`config.mk`:
```
export PLATFORM = sky130hd
export DESIGN_NAME = calc_engine
export DESIGN_NICKNAME = d
export VERILOG_FILES = /design/src/rtl/calc_pkg.sv /design/src/rtl/calc_mul_seq.sv /design/src/rtl/calc_engine.sv
export SDC_FILE = /design/constraint.sdc
export NUM_CORES = 1
export LEC_CHECK = 0
export CORE_UTILIZATION = 60
export CTS_CLUSTER_DIAMETER = 30
export DETAILED_ROUTE_END_ITERATION = 8
export PLACE_DENSITY_LB_ADDON = 0.15
export SLEW_MARGIN = 10
export SYNTH_ARGS = -nofsm -noshare
export SYNTH_HDL_FRONTEND = slang
export SYNTH_HIERARCHICAL = 1
export SYNTH_SLANG_ARGS = --single-unit
```
`constraint.sdc`:
```
create_clock -name Clk -period 4.2 [get_ports Clk]
set_clock_uncertainty 0.1 [all_clocks]
set_input_delay 0.84 -clock Clk [delete_from_list [all_inputs] [get_ports Clk]]
set_output_delay 0.84 -clock Clk [all_outputs]
set_load 0.02 [all_outputs]
```
`src/rtl/calc_pkg.sv`:
```
// Shared opcode constants, FSM encoding and width helper for the calculator engine.
package calc_pkg;

    localparam logic [2:0] OP_LOAD = 3'b000;
    localparam logic [2:0] OP_ADD  = 3'b001;
    localparam logic [2:0] OP_SUB  = 3'b010;
    localparam logic [2:0] OP_MUL  = 3'b011;
    localparam logic [2:0] OP_CLR  = 3'b100;

    typedef enum logic [0:0] {
        S_IDLE = 1'b0,
        S_MUL  = 1'b1
    } state_t;

    // Bits needed to count down from w to 0.
    function automatic int unsigned cnt_width(input int unsigned w);
        return $clog2(w + 1);
    endfunction

endpackage

```
`src/rtl/calc_mul_seq.sv`:
```
// Iterative shift-add multiplier: one partial-product step per clock, fixed WIDTH steps.
module calc_mul_seq
    import calc_pkg::*;
#(
    parameter int unsigned WIDTH = 8
) (
    input  logic                 Clk,
    input  logic                 Rst,
    input  logic                 start,
    input  logic [WIDTH-1:0]     a,
    input  logic [WIDTH-1:0]     b,
    output logic                 last_c,
    output logic [2*WIDTH-1:0]   prod_next_c
);

    localparam int unsigned CNT_W = cnt_width(WIDTH);
    localparam int unsigned PW    = 2 * WIDTH;

    logic [PW-1:0]    mcand;
    logic [PW-1:0]    prod;
    logic [WIDTH-1:0] mplier;
    logic [CNT_W-1:0] cnt;

    // Product after the step taken at the coming edge; the final step's value is the result.
    assign prod_next_c = mplier[0] ? (prod + mcand) : prod;
    assign last_c      = (cnt == CNT_W'(1));

    // Operand latch on start, then shift-add until the counter reaches zero.
    always_ff @(posedge Clk or posedge Rst) begin
        if (Rst) begin
            mcand  <= '0;
            prod   <= '0;
            mplier <= '0;
            cnt    <= '0;
        end else if (start) begin
            mcand  <= {{WIDTH{1'b0}}, a};
            prod   <= '0;
            mplier <= b;
            cnt    <= CNT_W'(WIDTH);
        end else if (cnt != '0) begin
            prod   <= prod_next_c;
            mcand  <= mcand << 1;
            mplier <= mplier >> 1;
            cnt    <= cnt - CNT_W'(1);
        end
    end

endmodule

```
`src/rtl/calc_engine.sv`:
```
// Calculator execution engine: command handshake, accumulator, overflow flags, multiply control.
module calc_engine
    import calc_pkg::*;
#(
    parameter int unsigned WIDTH = 8
) (
    input  logic             Clk,
    input  logic             Rst,
    input  logic             op_valid,
    output logic             op_ready,
    input  logic [2:0]       op_code,
    input  logic [WIDTH-1:0] op_data,
    output logic             res_valid,
    output logic [WIDTH-1:0] res_data,
    output logic             res_ovf,
    output logic             res_err,
    output logic             ovf_sticky,
    output logic             busy
);

    state_t             state;
    logic [WIDTH-1:0]   acc;
    logic [WIDTH:0]     sum_c;
    logic [WIDTH-1:0]   alu_acc_c;
    logic               alu_ovf_c;
    logic               alu_err_c;
    logic               accept_c;
    logic               mul_start_c;
    logic               mul_last_c;
    logic [2*WIDTH-1:0] mul_prod_c;
    logic               mul_ovf_c;

    assign accept_c    = (state == S_IDLE) && op_valid && op_ready;
    assign mul_start_c = accept_c && (op_code == OP_MUL);
    assign sum_c       = {1'b0, acc} + {1'b0, op_data};
    assign mul_ovf_c   = |mul_prod_c[2*WIDTH-1:WIDTH];

    // Single-cycle operation result for the command currently presented.
    always_comb begin
        alu_acc_c = acc;
        alu_ovf_c = 1'b0;
        alu_err_c = 1'b0;
        case (op_code)
            OP_LOAD: alu_acc_c = op_data;
            OP_ADD: begin
                alu_acc_c = sum_c[WIDTH-1:0];
                alu_ovf_c = sum_c[WIDTH];
            end
            OP_SUB: begin
                alu_acc_c = acc - op_data;
                alu_ovf_c = (op_data > acc);
            end
            OP_MUL:  alu_acc_c = acc;
            OP_CLR:  alu_acc_c = '0;
            default: alu_err_c = 1'b1;
        endcase
    end

    calc_mul_seq #(
        .WIDTH (WIDTH)
    ) u_mul (
        .Clk         (Clk),
        .Rst         (Rst),
        .start       (mul_start_c),
        .a           (acc),
        .b           (op_data),
        .last_c      (mul_last_c),
        .prod_next_c (mul_prod_c)
    );

    // Control FSM with accumulator, result registers and sticky overflow.
    always_ff @(posedge Clk or posedge Rst) begin
        if (Rst) begin
            state      <= S_IDLE;
            acc        <= '0;
            op_ready   <= 1'b0;
            busy       <= 1'b0;
            res_valid  <= 1'b0;
            res_data   <= '0;
            res_ovf    <= 1'b0;
            res_err    <= 1'b0;
            ovf_sticky <= 1'b0;
        end else begin
            res_valid <= 1'b0;
            case (state)
                S_IDLE: begin
                    op_ready <= 1'b1;
                    busy     <= 1'b0;
                    if (mul_start_c) begin
                        state    <= S_MUL;
                        op_ready <= 1'b0;
                        busy     <= 1'b1;
                    end else if (accept_c) begin
                        acc       <= alu_acc_c;
                        res_valid <= 1'b1;
                        res_data  <= alu_acc_c;
                        res_ovf   <= alu_ovf_c;
                        res_err   <= alu_err_c;
                        if (op_code == OP_CLR) begin
                            ovf_sticky <= 1'b0;
                        end else if (alu_ovf_c) begin
                            ovf_sticky <= 1'b1;
                        end
                    end
                end
                S_MUL: begin
                    if (mul_last_c) begin
                        state      <= S_IDLE;
                        op_ready   <= 1'b1;
                        busy       <= 1'b0;
                        acc        <= mul_prod_c[WIDTH-1:0];
                        res_valid  <= 1'b1;
                        res_data   <= mul_prod_c[WIDTH-1:0];
                        res_ovf    <= mul_ovf_c;
                        res_err    <= 1'b0;
                        if (mul_ovf_c) begin
                            ovf_sticky <= 1'b1;
                        end
                    end
                end
                default: state <= S_IDLE;
            endcase
        end
    end

endmodule

```
==> metrics <==
Rows=31; Final GP Congestion=0.939; root buf cell=clkbuf_8; H-tree depth=3; critical path peak fanout=3; slew margin rel.=0.443; CP Launch Type=flop; first drt pass iteration count=5; final setup TNS=0 ns; vias in the first global route=~4000; die area=8020 um2; synthesized flop and latch total=59; Setup-failing EPs final=0; dpl cells=654; commonest non-fill, non-tap cell in the layout=nand2_1; total number of vias=4209; post-detailed-route wirelength per cell=between 15 and 20 um; RSZ-0062 raised after global routing=no; commonest non-fill, non-tap cells in the layout=82 x nand2_1, 59 x dfrtp_1, 45 x nor2_1, 45 x a21oi_1, 35 x o21ai_0; ant diodes=0; total power draw=0.00363 W; number of post-CTS setup repair buffers=0; Synth cell types=69; synth top area cells=dfrtp_1 32%, ha_1 9.0%, nand2_1 6.7%; maximum clock frequency=0.285 GHz; Worst Path Class, Setup=flop to flop; Tmin final=3.50 ns; status=completed; sequential fraction of the synthesis area=0.321; DP HPWL=8780 um; element type at the critical path end=flop; # clock sinks=59; clock-pin slew on the worst setup and hold paths=roughly 0.070 ns; Slew @ Worst Pin=~0.83 ns; clock latency on the worst-skew pair=0.35 ns; core area=7330 um2; power density over cell area=702 nW/um2; post-layout util=0.705; cell taking the most area after synthesis=dfrtp_1; first-pass GRT wire length=about 19000 um; initial DRC count=about 280; syn avg cell area=8.41 um2; max_cap viols=0; Worst EP arrival=3.62 ns; Placement Cell Area=~4900 um2; CTS buffer count=9; global-route usage over all layers=0.317; nets=616; CTS tree=built; Post-synth top flop=dfrtp_1; antenna violations before repair=0; Post-synth EDFFs=0; initial core utilization=0.628; Leak=2.34 nW; final hold vios=0; worst vdd ir=320 uV; DIE HEIGHT=89.6 um; Synth Cell Area=~4600 um2; drt drc=0; Yosys warning count=6; Mapped Nets=597; Tcrit/Tclk final=0.834; WP data required=4.32 ns; pin count of the biggest net entering global routing=62; Hold Crit Class=flop to flop; ys async rst share=1.00; # IOs=28; Final Slew Violations=0; Die W=89.6 um; maximum root-to-sink buffer count=2; Routed WL=12200 um; Synth top area share=0.321; cell area after layout=5170 um2; CTS resizes=0; DR vias/cell=6.28; Port-buffer cells=27; CTS Hold Bufs=0; total grt overflow=0; Post-Synthesis Cells=around 550; Post-DRT Antenna Nets=0; non-filler cells, final=670; layout cells sized above 1=0.0893; synthesis-to-finish area growth=12.3%
sequential cells by signal, indices dropped and copies added, names as in the netlist:
| signal | flops |
|---|---|
| u_mul/cnt | 4 |
| res_valid | 1 |
| u_mul/prod | 16 |
| state | 1 |
| res_err | 1 |
| busy | 1 |
| op_ready | 1 |
| u_mul/mcand | 16 |
| res_ovf | 1 |
| ovf_sticky | 1 |
| u_mul/mplier | 8 |
| acc | 8 |
cells in the mapped netlist (all sizes together), types with 2 or more instances:
cell / number
a2111oi: 4
a211oi: 7
a21o: 11
a21oi: 47
a221oi: 5
a31oi: 8
a41oi: 2
and2: 4
and3: 5
buf: 13
clkbuf: 13
dfrtp: 59
fa: 3
ha: 33
inv: 28
mux2: 13
mux2i: 17
nand2: 82
nand2b: 8
nand3: 6
nand3b: 5
nand4: 3
nor2: 45
nor2b: 7
nor3: 19
nor3b: 2
o211ai: 4
o21a: 4
o21ai: 37
o21bai: 6
o311ai: 5
o31ai: 4
or2: 2
or3: 3
or4: 3
xnor2: 13
xor2: 3
worst paths after layout:
kind	endpoint	startpoint	cells past startpoint	slack (ns)
setup reg to reg	ovf_sticky$_DFFE_PP0P_	u_mul/mcand[0]$_DFFE_PP0P_	13	0.70
hold reg to reg	res_err$_DFFE_PP0P_	res_err$_DFFE_PP0P_	2	0.43
min in group asynchronous	busy$_DFFE_PP0N_	Rst	2	0.80
setup / recovery	ovf_sticky$_DFFE_PP0P_	u_mul/mcand[0]$_DFFE_PP0P_	13	0.70
max in group asynchronous	u_mul/prod[4]$_DFFE_PP0P_	Rst	3	2.75
hold / removal	res_err$_DFFE_PP0P_	res_err$_DFFE_PP0P_	2	0.43
power by group:
part           internal [W]  switching (W)
Combinational      0.000838        0.00117
Sequential         0.000785       0.000238
Clock              0.000366       0.000230
final cells by class:
class	instances	area (um2)
clock inverter	4	72.6
clock buffer	12	155
sequential	59	1480
fill	585	2160
tap	99	124
inverter	28	105
timing repair buffer	35	343
multi-input combinational	433	2890
through the flow:
step           setup slack, ns  hold slack, ns
2_1_floorplan             1.11           0.401
3_3_place_gp             0.798           0.386
3_5_place_dp             0.715           0.421
4_1_cts                  0.702           0.439
5_1_grt                  0.521           0.476
6_report                 0.695           0.431
critical path: stages (launching register included):
cell and delay, ns:
dfrtp_1 0.40, ha_1 0.25, fa_1 0.41, a21oi_1 0.23, o211a_1 0.25, or3_1 0.15, nand2_1 0.07, xnor2_1 0.15
mux2_2 0.26, or4_1 0.49, nor3_1 0.24, a31oi_1 0.14, o41ai_1 0.12, a21oi_1 0.12
per-layer routing:
| metal | track usage | wire length, um | vias up |
|---|---|---|---|
| li1 | - | - | 1995 |
| met5 | 0 | 0 | - |
| met1 | 0.370 | 5030 | 2021 |
| met2 | 0.552 | 6050 | 152 |
| met3 | 0.0722 | 680 | 41 |
| met4 | 0.149 | 412 | 0 |
cells by family after synthesis:
family          share of synthesized area
simple gates                        0.200
fa+ha+maj                           0.105
compound gates                      0.222
buf+inv                            0.0522
flops                               0.321
xor+xnor                           0.0305
mux                                0.0688
Power figures use the tool's default switching activity.
